$ cat src/rtl/stream_output_arbiter_if.sv
// Stream bundle shared by the output arbiter and whatever drives it:
// per-input beats with valid/ready, one arbitrated output, debug status.
interface stream_output_arbiter_if #(
  parameter int DATA_WIDTH           = 32,
  parameter int ID_WIDTH             = 4,
  parameter int DEST_WIDTH           = 4,
  parameter int USER_WIDTH           = 4,
  parameter int CHANNEL_NUMBER       = 5,
  parameter int CHANNEL_NUMBER_WIDTH = $clog2(CHANNEL_NUMBER)
);

  typedef struct packed {
    logic [DATA_WIDTH-1:0] tdata;
    logic [ID_WIDTH-1:0]   tid;
    logic [DEST_WIDTH-1:0] tdest;
    logic [USER_WIDTH-1:0] tuser;
    logic                  tlast;
  } axis_data_t;

  axis_data_t [CHANNEL_NUMBER-1:0] in;
  logic [CHANNEL_NUMBER-1:0]       in_valid;
  logic [CHANNEL_NUMBER-1:0]       in_ready;
  axis_data_t                      out;
  logic                            out_valid;
  logic                            out_ready;
  logic [CHANNEL_NUMBER_WIDTH-1:0] grant_idx;
  logic                            locked;

  // Producer/consumer side: drives input beats and downstream ready.
  modport master (
    output in, in_valid, out_ready,
    input  in_ready, out, out_valid, grant_idx, locked
  );

  // Arbiter side.
  modport slave (
    input  in, in_valid, out_ready,
    output in_ready, out, out_valid, grant_idx, locked
  );

endinterface

$ cat src/rtl/stream_output_arbiter.sv
// Packet-granular round-robin arbiter: one input owns the output from grant
// until its TLAST beat is accepted. Accepted beats pass through a 2-entry
// FIFO that keeps draining regardless of the arbitration state.
module stream_output_arbiter #(
  parameter int DATA_WIDTH           = 32,
  parameter int ID_WIDTH             = 4,
  parameter int DEST_WIDTH           = 4,
  parameter int USER_WIDTH           = 4,
  parameter int CHANNEL_NUMBER       = 5,
  parameter int CHANNEL_NUMBER_WIDTH = $clog2(CHANNEL_NUMBER)
) (
  input logic                    clk,
  input logic                    rst,
  stream_output_arbiter_if.slave bus
);

  typedef struct packed {
    logic [DATA_WIDTH-1:0] tdata;
    logic [ID_WIDTH-1:0]   tid;
    logic [DEST_WIDTH-1:0] tdest;
    logic [USER_WIDTH-1:0] tuser;
    logic                  tlast;
  } axis_data_t;

  typedef enum logic {IDLE, LOCKED} state_t;

  typedef logic [CHANNEL_NUMBER_WIDTH-1:0] idx_t;

  localparam idx_t LAST_IDX = idx_t'(CHANNEL_NUMBER - 1);

  state_t     state_q, state_d;
  idx_t       rr_ptr_q;
  idx_t       grant_idx_q;
  idx_t       pick_idx;
  logic       pick_found;
  logic       accept;
  logic       accept_last;
  logic       pop;
  axis_data_t sel_beat;

  axis_data_t fifo_mem [2];
  logic       wr_ptr_q, rd_ptr_q;
  logic [1:0] fifo_count_q;
  logic       fifo_has_room;

  logic [CHANNEL_NUMBER-1:0] in_ready_d;
  logic                      locked_d;

  assign fifo_has_room = (fifo_count_q < 2'd2);
  assign sel_beat      = bus.in[grant_idx_q];
  assign accept        = (state_q == LOCKED) && bus.in_valid[grant_idx_q] && fifo_has_room;
  assign accept_last   = accept && sel_beat.tlast;
  assign pop           = (fifo_count_q != 2'd0) && bus.out_ready;

  // Round-robin pick: first valid input at or after rr_ptr, wrapping.
  always_comb begin
    // NOTE: every signal assigned here gets a default first so no latch is inferred.
    pick_found = 1'b0;
    pick_idx   = '0;
    // Descending scan so the smallest offset from rr_ptr is written last and wins.
    for (int i = CHANNEL_NUMBER - 1; i >= 0; i--) begin
      int   cand_int;
      idx_t cand;
      cand_int = int'(rr_ptr_q) + i;
      if (cand_int >= CHANNEL_NUMBER) cand_int = cand_int - CHANNEL_NUMBER;
      cand = idx_t'(cand_int);
      if (bus.in_valid[cand]) begin
        pick_found = 1'b1;
        pick_idx   = cand;
      end
    end
  end

  // FSM state register.
  always_ff @(posedge clk) begin
    // NOTE: sequential state uses non-blocking assignments so every flop samples pre-edge values.
    if (rst) state_q <= IDLE;
    else     state_q <= state_d;
  end

  // FSM next-state: lock on a pick, release once TLAST is accepted.
  always_comb begin
    state_d = state_q;
    case (state_q)
      IDLE:    if (pick_found)  state_d = LOCKED;
      LOCKED:  if (accept_last) state_d = IDLE;
      default: state_d = IDLE;
    endcase
  end

  // FSM outputs: only the granted input sees ready, and only while the FIFO has room.
  always_comb begin
    in_ready_d = '0;
    locked_d   = 1'b0;
    if (state_q == LOCKED) begin
      in_ready_d[grant_idx_q] = fifo_has_room;
      locked_d                = 1'b1;
    end
  end

  // Grant index and round-robin pointer.
  always_ff @(posedge clk) begin
    if (rst) begin
      grant_idx_q <= '0;
      rr_ptr_q    <= '0;
    end else begin
      if (state_q == IDLE && pick_found) grant_idx_q <= pick_idx;
      if (accept_last) rr_ptr_q <= (grant_idx_q == LAST_IDX) ? '0 : grant_idx_q + idx_t'(1);
    end
  end

  // FIFO pointers and occupancy; a simultaneous push and pop leaves the count alone.
  always_ff @(posedge clk) begin
    if (rst) begin
      wr_ptr_q     <= 1'b0;
      rd_ptr_q     <= 1'b0;
      fifo_count_q <= 2'd0;
    end else begin
      if (accept) wr_ptr_q <= ~wr_ptr_q;
      if (pop)    rd_ptr_q <= ~rd_ptr_q;
      case ({accept, pop})
        2'b10:   fifo_count_q <= fifo_count_q + 2'd1;
        2'b01:   fifo_count_q <= fifo_count_q - 2'd1;
        default: fifo_count_q <= fifo_count_q;
      endcase
    end
  end

  // FIFO storage.
  always_ff @(posedge clk) begin
    // NOTE: storage is deliberately not reset; the zeroed count makes stale entries invisible.
    if (accept) fifo_mem[wr_ptr_q] <= sel_beat;
  end

  assign bus.in_ready  = in_ready_d;
  assign bus.locked    = locked_d;
  assign bus.grant_idx = grant_idx_q;
  assign bus.out       = fifo_mem[rd_ptr_q];
  assign bus.out_valid = (fifo_count_q != 2'd0);

endmodule

$ cat src/flat_wrapper.sv
// flat-port wrapper written by rule: the top's interface ports become plain ports
module stream_output_arbiter_flat 
#(
  parameter int DATA_WIDTH           = 32,
  parameter int ID_WIDTH             = 4,
  parameter int DEST_WIDTH           = 4,
  parameter int USER_WIDTH           = 4,
  parameter int CHANNEL_NUMBER       = 5,
  parameter int CHANNEL_NUMBER_WIDTH = $clog2(CHANNEL_NUMBER)
)
  (clk, rst, bus_in, bus_in_valid, bus_out_ready, bus_in_ready, bus_out, bus_out_valid, bus_grant_idx, bus_locked);
  stream_output_arbiter_if #(.DATA_WIDTH(DATA_WIDTH), .ID_WIDTH(ID_WIDTH), .DEST_WIDTH(DEST_WIDTH), .USER_WIDTH(USER_WIDTH), .CHANNEL_NUMBER(CHANNEL_NUMBER), .CHANNEL_NUMBER_WIDTH(CHANNEL_NUMBER_WIDTH)) bus_i ();
  input logic clk;
  input logic rst;
  input wire logic [$bits(bus_i.in)-1:0] bus_in;
  input wire logic [$bits(bus_i.in_valid)-1:0] bus_in_valid;
  input wire logic [$bits(bus_i.out_ready)-1:0] bus_out_ready;
  output wire logic [$bits(bus_i.in_ready)-1:0] bus_in_ready;
  output wire logic [$bits(bus_i.out)-1:0] bus_out;
  output wire logic [$bits(bus_i.out_valid)-1:0] bus_out_valid;
  output wire logic [$bits(bus_i.grant_idx)-1:0] bus_grant_idx;
  output wire logic [$bits(bus_i.locked)-1:0] bus_locked;
  assign bus_i.in = bus_in;
  assign bus_i.in_valid = bus_in_valid;
  assign bus_i.out_ready = bus_out_ready;
  assign bus_in_ready = bus_i.in_ready;
  assign bus_out = bus_i.out;
  assign bus_out_valid = bus_i.out_valid;
  assign bus_grant_idx = bus_i.grant_idx;
  assign bus_locked = bus_i.locked;
  stream_output_arbiter #(.DATA_WIDTH(DATA_WIDTH), .ID_WIDTH(ID_WIDTH), .DEST_WIDTH(DEST_WIDTH), .USER_WIDTH(USER_WIDTH), .CHANNEL_NUMBER(CHANNEL_NUMBER), .CHANNEL_NUMBER_WIDTH(CHANNEL_NUMBER_WIDTH)) u_core (.clk(clk), .rst(rst), .bus(bus_i));
endmodule
$ cat config.mk
export PLATFORM = sky130hd
export DESIGN_NAME = stream_output_arbiter_flat
export DESIGN_NICKNAME = d
export VERILOG_FILES = /design/src/rtl/stream_output_arbiter_if.sv /design/src/rtl/stream_output_arbiter.sv /design/src/flat_wrapper.sv
export SDC_FILE = /design/constraint.sdc
export NUM_CORES = 1
export LEC_CHECK = 0
export ABC_AREA = 1
export CAP_MARGIN = 10
export CORE_MARGIN = 1.5
export CORE_UTILIZATION = 45
export DETAILED_ROUTE_END_ITERATION = 10
export PLACE_DENSITY = 0.87
export SYNTH_ARGS = -nofsm -noshare
export SYNTH_HDL_FRONTEND = slang
export SYNTH_SLANG_ARGS = --single-unit
export TNS_END_PERCENT = 100
$ cat constraint.sdc
create_clock -name clk -period 6.4 [get_ports clk]
set_input_delay 0.64 -clock clk [delete_from_list [all_inputs] [get_ports clk]]
set_output_delay 0.64 -clock clk [all_outputs]
set_load 0.03 [all_outputs]
## Word-level counts from Yosys, hierarchy flattened

Memory sizes are Yosys's and may differ from the RTL's. A register that Yosys moved wholly into a read port is not among the register bits.
Index checks and enable logic that the tools add are counted.

- Input bits: 233
- Memories kept: 1
- Register bits after elaboration: 11
- Logic and storage cells: 89
- Output and inout bits: 55
- Bits in writable memories: 90

Memories:

| name | words | width | rd ports | clocked after memory_dff | wr ports | RTL line | text |
|---|---|---|---|---|---|---|---|
| u_core.fifo_mem | 2 | 45 | 1 | 1 | 1 | stream_output_arbiter.sv:41 | `axis_data_t fifo_mem [2];` |

- Add/sub/neg operators: 12
- Mux-type cells: 42
- $lt $le $gt $ge: 13
- Bitwise gates (word level): 4
- Reduce and logical (&&, ||, !) cells: 8
- Equality and inequality tests: 3

Operator list:

| kind | count |
|---|---|
| 45-bit binary-select mux with 3-bit select | 1 |
| 45-bit 2-to-1 mux | 1 |
| 3-bit 2-to-1 mux | 11 |
| 3-bit by 4-bit < comparator with 1-bit output (second input constant) | 6 |
| 1-bit 2-to-1 mux | 19 |
| 1-bit binary-select mux with 3-bit select | 6 |
| 4-bit by 3-bit >= comparator with 1-bit output (second input constant) | 4 |
| 3-bit subtractor (second input constant) | 5 |
| 3-bit by 2-bit adder with 4-bit output (second input constant) | 2 |
| 1-bit logical AND | 6 |
| 5-bit AND | 1 |
| 5-bit 2-to-1 mux | 1 |
| 3-bit by 1-bit adder with 4-bit output (second input constant) | 1 |
| 3-bit by 3-bit adder with 4-bit output (second input constant) | 1 |
| 2-bit one-hot mux with 2 select lines | 1 |
| 2-bit nonzero test | 2 |
| 3-bit by 1-bit adder with 3-bit output (second input constant) | 1 |
| 1-bit demux with 3-bit select | 1 |
| 3-bit equality test (second input constant) | 1 |
| 3-bit by 1-bit >= comparator with 1-bit output (second input constant) | 1 |
| 3-bit >= comparator (second input constant) | 1 |
| 1-bit NOT | 3 |
| 2-bit by 1-bit adder with 2-bit output (second input constant) | 1 |
| 2-bit by 1-bit equality test with 1-bit output (second input constant) | 1 |
| 4 further kinds | 4 |

## Longest topological paths before layout

Gate-level depths: netlist (run 1).

- Depth after elaboration: 12
- Depth in mapped cells: 21
- Mapped depth without buffers: 20

## Worst setup path before layout (run 1)

OpenSTA, ideal clock, no wires.

- Path type: reg-to-reg
- Start point: reg u_core.grant_idx_q[1] (netlist: u_core.bus.grant_idx[1])
- End point: mem u_core.fifo_mem[1][0] in the netlist's numbering, enable pin
- Path buffers: 0
- Data arrival time: 3,239 ps
- Data required time: 5,951 ps
- Library setup time: 449 ps
- Path slack: 2,712 ps
- Clock period less this slack: 3,688 ps
- Cell stages (with the launch flop): 9
- Path through: dfxtp_1 -> inv_2 -> nor2_1 -> inv_2 -> nor2_4 -> a22oi_1 -> nand2_1 -> nand2_1 -> nor2_1

- Cells in the longest elaborated chain, start to end: 6

Ends and longest elaborated chain:

| element | RTL line | text |
|---|---|---|
| start: declaration | stream_output_arbiter.sv:33 | `idx_t grant_idx_q;` |
| start signal: assignment | stream_output_arbiter.sv:107 | `if (state_q == IDLE && pick_found) grant_idx_q <= pick_idx;` |
| 1-bit binary-select mux with 3-bit select | stream_output_arbiter.sv:51 | `assign accept = (state_q == LOCKED) && bus.in_valid[grant_idx_q] && fifo_has_room;` |
| 1-bit 2-to-1 mux (implied by the code) | stream_output_arbiter.sv:51 |  |
| 1-bit logical AND (2 in a row) | stream_output_arbiter.sv:51 |  |
| 1-bit 2-to-1 mux | stream_output_arbiter.sv:132 | `if (accept) fifo_mem[wr_ptr_q] <= sel_beat;` |
| 1-bit 2-to-1 mux (implied by the code) | stream_output_arbiter.sv:132 |  |
| end: declaration | stream_output_arbiter.sv:41 |  |

Every way passes these cells. The select of a mux whose other input is x is not followed.

==> impl_metrics.json, run 1 <==
{
  "outcome": "complete, no violations",
  "switching_share_pct": 42.86,
  "min_path_type": "flop to flop",
  "ff_latch_area_um2": 2944,
  "synth_cell_types": 39,
  "place.gp.congestion": 0.9460,
  "drv_cap": 0,
  "synth_area_um2": 6091,
  "cts_sinks": 102,
  "power.share.combinational_pct": 55.7,
  "clock_skew_ns": 0.01356,
  "grt_pass1_wl_mm": 30.02,
  "drc_errors": 0,
  "gr-usage-all-layers_pct": 27.48,
  "endpoint_kind": "primary output",
  "dp_hpwl_mm": 15.45,
  "intPower_w": 0.002034,
  "h-tree-depth": 3,
  "ys_seq_area_share_pct": 48.32,
  "power_density_nw_per_um2": 378.0,
  "mostFrequentLayoutCell": "clkdlybuf4s50_1",
  "maxSlewViolCount": 0,
  "pwr-share-clk_pct": 14.7,
  "cts_buffer_depth": 2,
  "hold_violations": 0,
  "cts_buffers": 9,
  "yosys_warnings": 0,
  "vias": 6017,
  "clk_latency_ns": 0.35,
  "crit_arrival_ns": 2.47,
  "synth-seq-cells": 102,
  "areaGrowthSynthToFinish_pct": 54.62,
  "setup.worst_path.class": "flop to primary output",
  "drt_wl_total_mm": 20.47,
  "die_h_um": 119.3,
  "nNetsFinal": 1190,
  "crit_chain": "mux2_2 -> clkdlybuf4s50_1",
  "setup_viol": 0,
  "path_depth": 2,
  "period_share_pct": 48.54,
  "synth-main-ff-cell": "edfxtp_1",
  "cts_tree": "done",
  "synthCells": 670,
  "p_leak_nw": 3.608,
  "ctsResizeCount": 0,
  "overflow": 0,
  "required_ns": 5.76,
  "multi_input_area_um2": 2872,
  "drt-initial-drc-count": 384,
  "timing.reg2reg.setup_slack_ns": 3.41,
  "routedWlPerCell_um": 18.18,
  "finalPower_w": 0.003560,
  "fmax_mhz": 321.9,
  "crit_slowest_cell": "dfxtp_2",
  "slew_headroom_pct": 29.37,
  "final_antenna_net_count": 0,
  "grt_max_degree": 46,
  "cp_top_family": "flip-flops",
  "syn_avg_cell_area_um2": 9.091,
  "cts_setup_buffers": 0,
  "layout_common_cells": "287 x clkdlybuf4s50_1, 201 x nand2_1, 90 x edfxtp_1",
  "cp_slowest_stage_delay_ns": 1.03,
  "vias_per_cell": 5.344,
  "power.switching_w": 0.001526,
  "synth_nets": 915,
  "crit_buf_inv": 1,
  "path_max_fanout": 45,
  "ir_worst_vdd_v": 0.0002248,
  "die_area_um2": 14240,
  "diodes": 0,
  "period_needed_ns": 3.107,
  "die_x_um": 119.3,
  "root_buffer": "clkbuf_16",
  "clkTransAtPathRegs_ns": 0.08,
  "rsz0062_at_grt": "false",
  "initial_core_util_pct": 45.99,
  "tns_ns": 0,
  "worstMarginPinSlew_ns": 1.059,
  "reg2reg_depth": 18,
  "postCtsHoldBufs": 0,
  "postSynth.asyncResetShare_pct": 0,
  "min_path_cells": 1,
  "drtPass1Iterations": 7,
  "row_count": 42,
  "grt_pass1_vias": 5675,
  "start_kind": "flop",
  "synth_edf_count": 90,
  "drive_above_1_share_pct": 10.11,
  "port_buffers": 287,
  "ios": 288,
  "antenna_found_initial": 1,
  "fillCellCount": 1029,
  "seqPwrFrac_pct": 29.7,
  "core_um2": 13240
}
## sequential cells by signal, summed over array words and instances, names as in the netlist, named ones only
name and count:
u_core.wr_ptr_q 1, u_core.bus.grant_idx 3, u_core.fifo_mem 90, u_core.state_q 1
u_core.rr_ptr_q 3, u_core.fifo_count_q 2, u_core.rd_ptr_q 1
## layout make-up
class                      count  share of cell area, %
clock buffer                   9                  2.391
tap                          176                  2.338
inverter                      46                  1.833
timing repair buffer         293                  30.98
clock inverter                 7                 0.7041
multi-input combinational    493                  30.49
sequential                   102                  31.26
## power groups by stage
stage	Sequential, W	Combinational, W	Clock [W]
2_1_floorplan	0.00104	0.00128	0
3_3_place_gp	0.00107	0.00194	0
3_5_place_dp	0.00107	0.00197	0
4_1_cts	0.00106	0.00198	0.000531
5_1_grt	0.00107	0.00214	0.000558
6_report	0.00106	0.00198	0.000522
## synth_stat cells, types with 4 or more instances
| library cell | count | share of area [%] |
|---|---|---|
| nand2_2 | 10 | 1.0 |
| edfxtp_1 | 90 | 44 |
| inv_1 | 39 | 2.4 |
| o21ai_0 | 14 | 1.2 |
| mux2_2 | 45 | 8.3 |
| ha_1 | 11 | 2.3 |
| inv_2 | 5 | 0.31 |
| a221o_1 | 16 | 2.6 |
| nor2_1 | 18 | 1.1 |
| clkbuf_1 | 21 | 1.3 |
| a22oi_1 | 9 | 1.1 |
| a22o_1 | 21 | 3.0 |
| nand4_1 | 13 | 1.3 |
| dfxtp_1 | 12 | 3.9 |
| nand3_1 | 72 | 5.9 |
| nand2_1 | 201 | 12 |
| a21oi_1 | 38 | 3.1 |
| buf_2 | 4 | 0.33 |
## logic make-up (layout without fill, tap and decap cells)
| family | after synthesis | in the layout | synth area share, % |
|---|---|---|---|
| and+or+nand+nor | 327 | 327 | 23.58 |
| adders and majority gates | 12 | 12 | 2.588 |
| muxes | 45 | 45 | 8.320 |
| AOI/OAI and AO/OA | 109 | 109 | 12.41 |
| buffers and inverters | 75 | 355 | 4.787 |
| DFF | 102 | 102 | 48.32 |
## per-stage QoR
step                setup WS [ns]  util, %  area, um2  hold WS, ns  instances
finish                      3.294    71.12       9418       0.4403       1126
global route                3.129    71.12       9418       0.4477       1126
CTS                         3.270    71.12       9418       0.4356       1126
detailed placement          3.404    68.92       9126       0.4395       1110
global placement            3.416    68.92       9126       0.4347       1110
floorplan                   2.712        -       6091       0.4255        670
## worst reg2reg max path, delay by kind of cell (launching register included)
family                   cells  cell delay [ns]
AO/OA/AOI/OAI                1             0.14
flip-flops                   1             0.62
adder cells (fa/ha/maj)      2             0.50
buffers and inverters        3             0.47
AND/OR/NAND/NOR             12             1.18
## metal layers
layer | wire, um | GRT usage [%]
met1 | 8148 | 33.52
met2 | 9888 | 47.22
met3 | 1801 | 6.944
met4 | 620 | 9.896
met5 | 12 | 0
## final timing paths
| check | from | endpoint |
|---|---|---|
| setup reg to reg | u_core.rr_ptr_q[0]$_SDFFE_PP0P_ | u_core.bus.grant_idx[0]$_SDFFE_PP0P_ |
| hold / removal | u_core.rd_ptr_q$_SDFFE_PP0P_ | flop |
| setup / recovery | flop | bus_out[39] |
| hold reg to reg | u_core.rd_ptr_q$_SDFFE_PP0P_ | flop |
Power figures use the tool's default switching activity.
==> run 2: changes to the inputs <==
CORE_UTILIZATION = 42   (was 45)
PLACE_DENSITY = 0.82   (was 0.87)
clock period = 3.2 ns   (was 6.4 ns; I/O delays follow)
==> impl_metrics.json, run 2 (synthesized netlist as in run 1, its figures left out) <==
{
  "gr-usage-all-layers_pct": 26.31,
  "period_share_pct": 87.13,
  "drc_errors": 0,
  "dp_hpwl_mm": 15.87,
  "seqPwrFrac_pct": 28.0,
  "port_buffers": 287,
  "switching_share_pct": 42.66,
  "h-tree-depth": 3,
  "grt_pass1_wl_mm": 30.50,
  "maxSlewViolCount": 0,
  "clkTransAtPathRegs_ns": 0.07,
  "grt_max_degree": 46,
  "crit_arrival_ns": 3.06,
  "endpoint_kind": "flop",
  "overflow": 0,
  "vias": 6049,
  "antenna_found_initial": 1,
  "fillCellCount": 1100,
  "setup_viol": 0,
  "period_needed_ns": 2.788,
  "crit_slowest_cell": "dfxtp_1",
  "hold_ws_ns": 0.4473,
  "clk_latency_ns": 0.34,
  "place.gp.congestion": 0.9621,
  "clock_skew_ns": 0.009980,
  "largest_reg_flops": 90,
  "cp_slowest_stage_delay_ns": 0.56,
  "routedWlPerCell_um": 18.59,
  "die_h_um": 123.4,
  "initial_core_util_pct": 43.38,
  "slew_headroom_pct": 61.71,
  "crit_chain": "inv_1 -> ha_1 -> inv_1 -> nand2_1 -> nand2_1 -> nand2_1 -> nand2_1 -> nand2_1 -> nand2_1 -> nand2_1 -> nand2_1 -> nor2_1 -> nand3_2 -> nand2_2 -> nand2_1 -> a21oi_2",
  "cts_buffers": 9,
  "place_ws_ns": 0.4513,
  "power.switching_w": 0.003118,
  "areaGrowthSynthToFinish_pct": 56.49,
  "postLayoutCoreUtil_pct": 67.88,
  "multi_input_area_um2": 2872,
  "drtPass1Iterations": 5,
  "fin_ws_ns": 0.4120,
  "layout_common_cells": "287 x clkdlybuf4s50_1, 201 x nand2_1, 90 x edfxtp_1",
  "cts_sinks": 102,
  "cp_top_family": "simple AND/OR/NAND/NOR gates",
  "fmax_mhz": 358.7,
  "root_buffer": "clkbuf_16",
  "ff_latch_area_um2": 2944,
  "mostFrequentLayoutCell": "clkdlybuf4s50_1",
  "die_area_um2": 15230,
  "cts_setup_buffers": 0,
  "tns_ns": 0,
  "row_count": 43,
  "regMostFlops": "u_core.fifo_mem",
  "drive_above_1_share_pct": 10.76,
  "start_kind": "flop",
  "power_density_nw_per_um2": 766.9,
  "cts_buffer_depth": 2,
  "ctsResizeCount": 0,
  "pwr-share-clk_pct": 15.9,
  "setup.worst_path.class": "flop to flop",
  "cp-startpoint": "u_core.rr_ptr_q[1]$_SDFFE_PP0P_",
  "min_from": "u_core.rd_ptr_q$_SDFFE_PP0P_",
  "core_um2": 14040,
  "ios": 288,
  "intPower_w": 0.004192,
  "nNetsFinal": 1197,
  "p_leak_nw": 3.667,
  "worstMarginPinSlew_ns": 0.5744,
  "rsz0062_at_grt": "false",
  "min_path_type": "flop to flop",
  "grt_pass1_vias": 5658,
  "power.share.combinational_pct": 56.1,
  "hold_violations": 0,
  "postCtsHoldBufs": 0,
  "diodes": 0,
  "crit_buf_inv": 2,
  "die_x_um": 123.4,
  "ir_worst_vdd_v": 0.0007239,
  "drt_wl_total_mm": 21.14,
  "vias_per_cell": 5.320,
  "drv_cap": 0,
  "final_antenna_net_count": 0,
  "outcome": "complete, no violations",
  "required_ns": 3.47,
  "regToRegStartpoint": "u_core.rr_ptr_q[1]$_SDFFE_PP0P_",
  "path_max_fanout": 9,
  "cts_tree": "done",
  "drt-initial-drc-count": 405,
  "cp_common_cell": "nand2_1"
}
-- run 2: changes by cell type in the layout (fill, tap and decap cells not counted) --
| cell | previous run | this run |
|---|---|---|
| buf_4 | 6 | 11 |
| buf_12 | 0 | 2 |
| inv_6 | 2 | 0 |
| inv_8 | 1 | 3 |
| bufinv_16 | 0 | 1 |
| clkinv_2 | 1 | 0 |
| clkinv_4 | 1 | 2 |
| clkinvlp_4 | 1 | 0 |
-- run 2: area by class of cell --
type	count	share of cell area [%]
Multi-Input combinational cell	493	30.13
Sequential cell	102	30.89
Tap cell	180	2.363
Clock buffer	9	2.363
Inverter	46	1.812
Clock inverter	7	1.024
Timing Repair Buffer	300	31.43
-- run 2: worst paths after layout --
path	slack, ns	endpoint	cells past startpoint
hold / removal	0.45	flop	1
setup reg to reg	0.41	u_core.bus.grant_idx[0]$_SDFFE_PP0P_	16
setup / recovery	0.41	u_core.bus.grant_idx[0]$_SDFFE_PP0P_	16
hold reg to reg	0.45	flop	1
-- run 2: power by group through the flow --
stage / registers [W] / clock network [W] / logic (W)
2_1_floorplan: 0.00206 / 0 / 0.00256
3_3_place_gp: 0.00206 / 0 / 0.00404
3_5_place_dp: 0.00208 / 0 / 0.00408
4_1_cts: 0.00205 / 0.00118 / 0.00411
5_1_grt: 0.00207 / 0.00123 / 0.00446
6_report: 0.00205 / 0.00116 / 0.00410
-- run 2: worst reg2reg max path: stages, from the launching register on --
cell and delay, ns:
dfxtp_1 0.56, inv_1 0.22, ha_1 0.50, inv_1 0.17
nand2_1 0.12, nand2_1 0.08, nand2_1 0.06, nand2_1 0.06
nand2_1 0.06, nand2_1 0.05, nand2_1 0.09, nand2_1 0.11
nor2_1 0.16, nand3_2 0.11, nand2_2 0.13, nand2_1 0.08
a21oi_2 0.16
-- run 2: layer usage --
metal | share of wire (%) | global-route usage (%) | wire, um | vias to the layer above
met5 | 0.057 | 0 | 12 | -
met4 | 3.0 | 8.405 | 631 | 2
met3 | 8.1 | 5.166 | 1717 | 39
met2 | 50 | 46.08 | 10490 | 273
met1 | 39 | 32.63 | 8283 | 2784
li1 | - | - | - | 2951
-- run 2: per-stage QoR --
step	total power, W	std cells	area (um2)
floorplan	0.004624	670	6096
global placement	0.006103	1121	9209
detailed placement	0.006160	1121	9209
CTS	0.007340	1137	9532
global route	0.007765	1137	9532
finish	0.007310	1137	9532
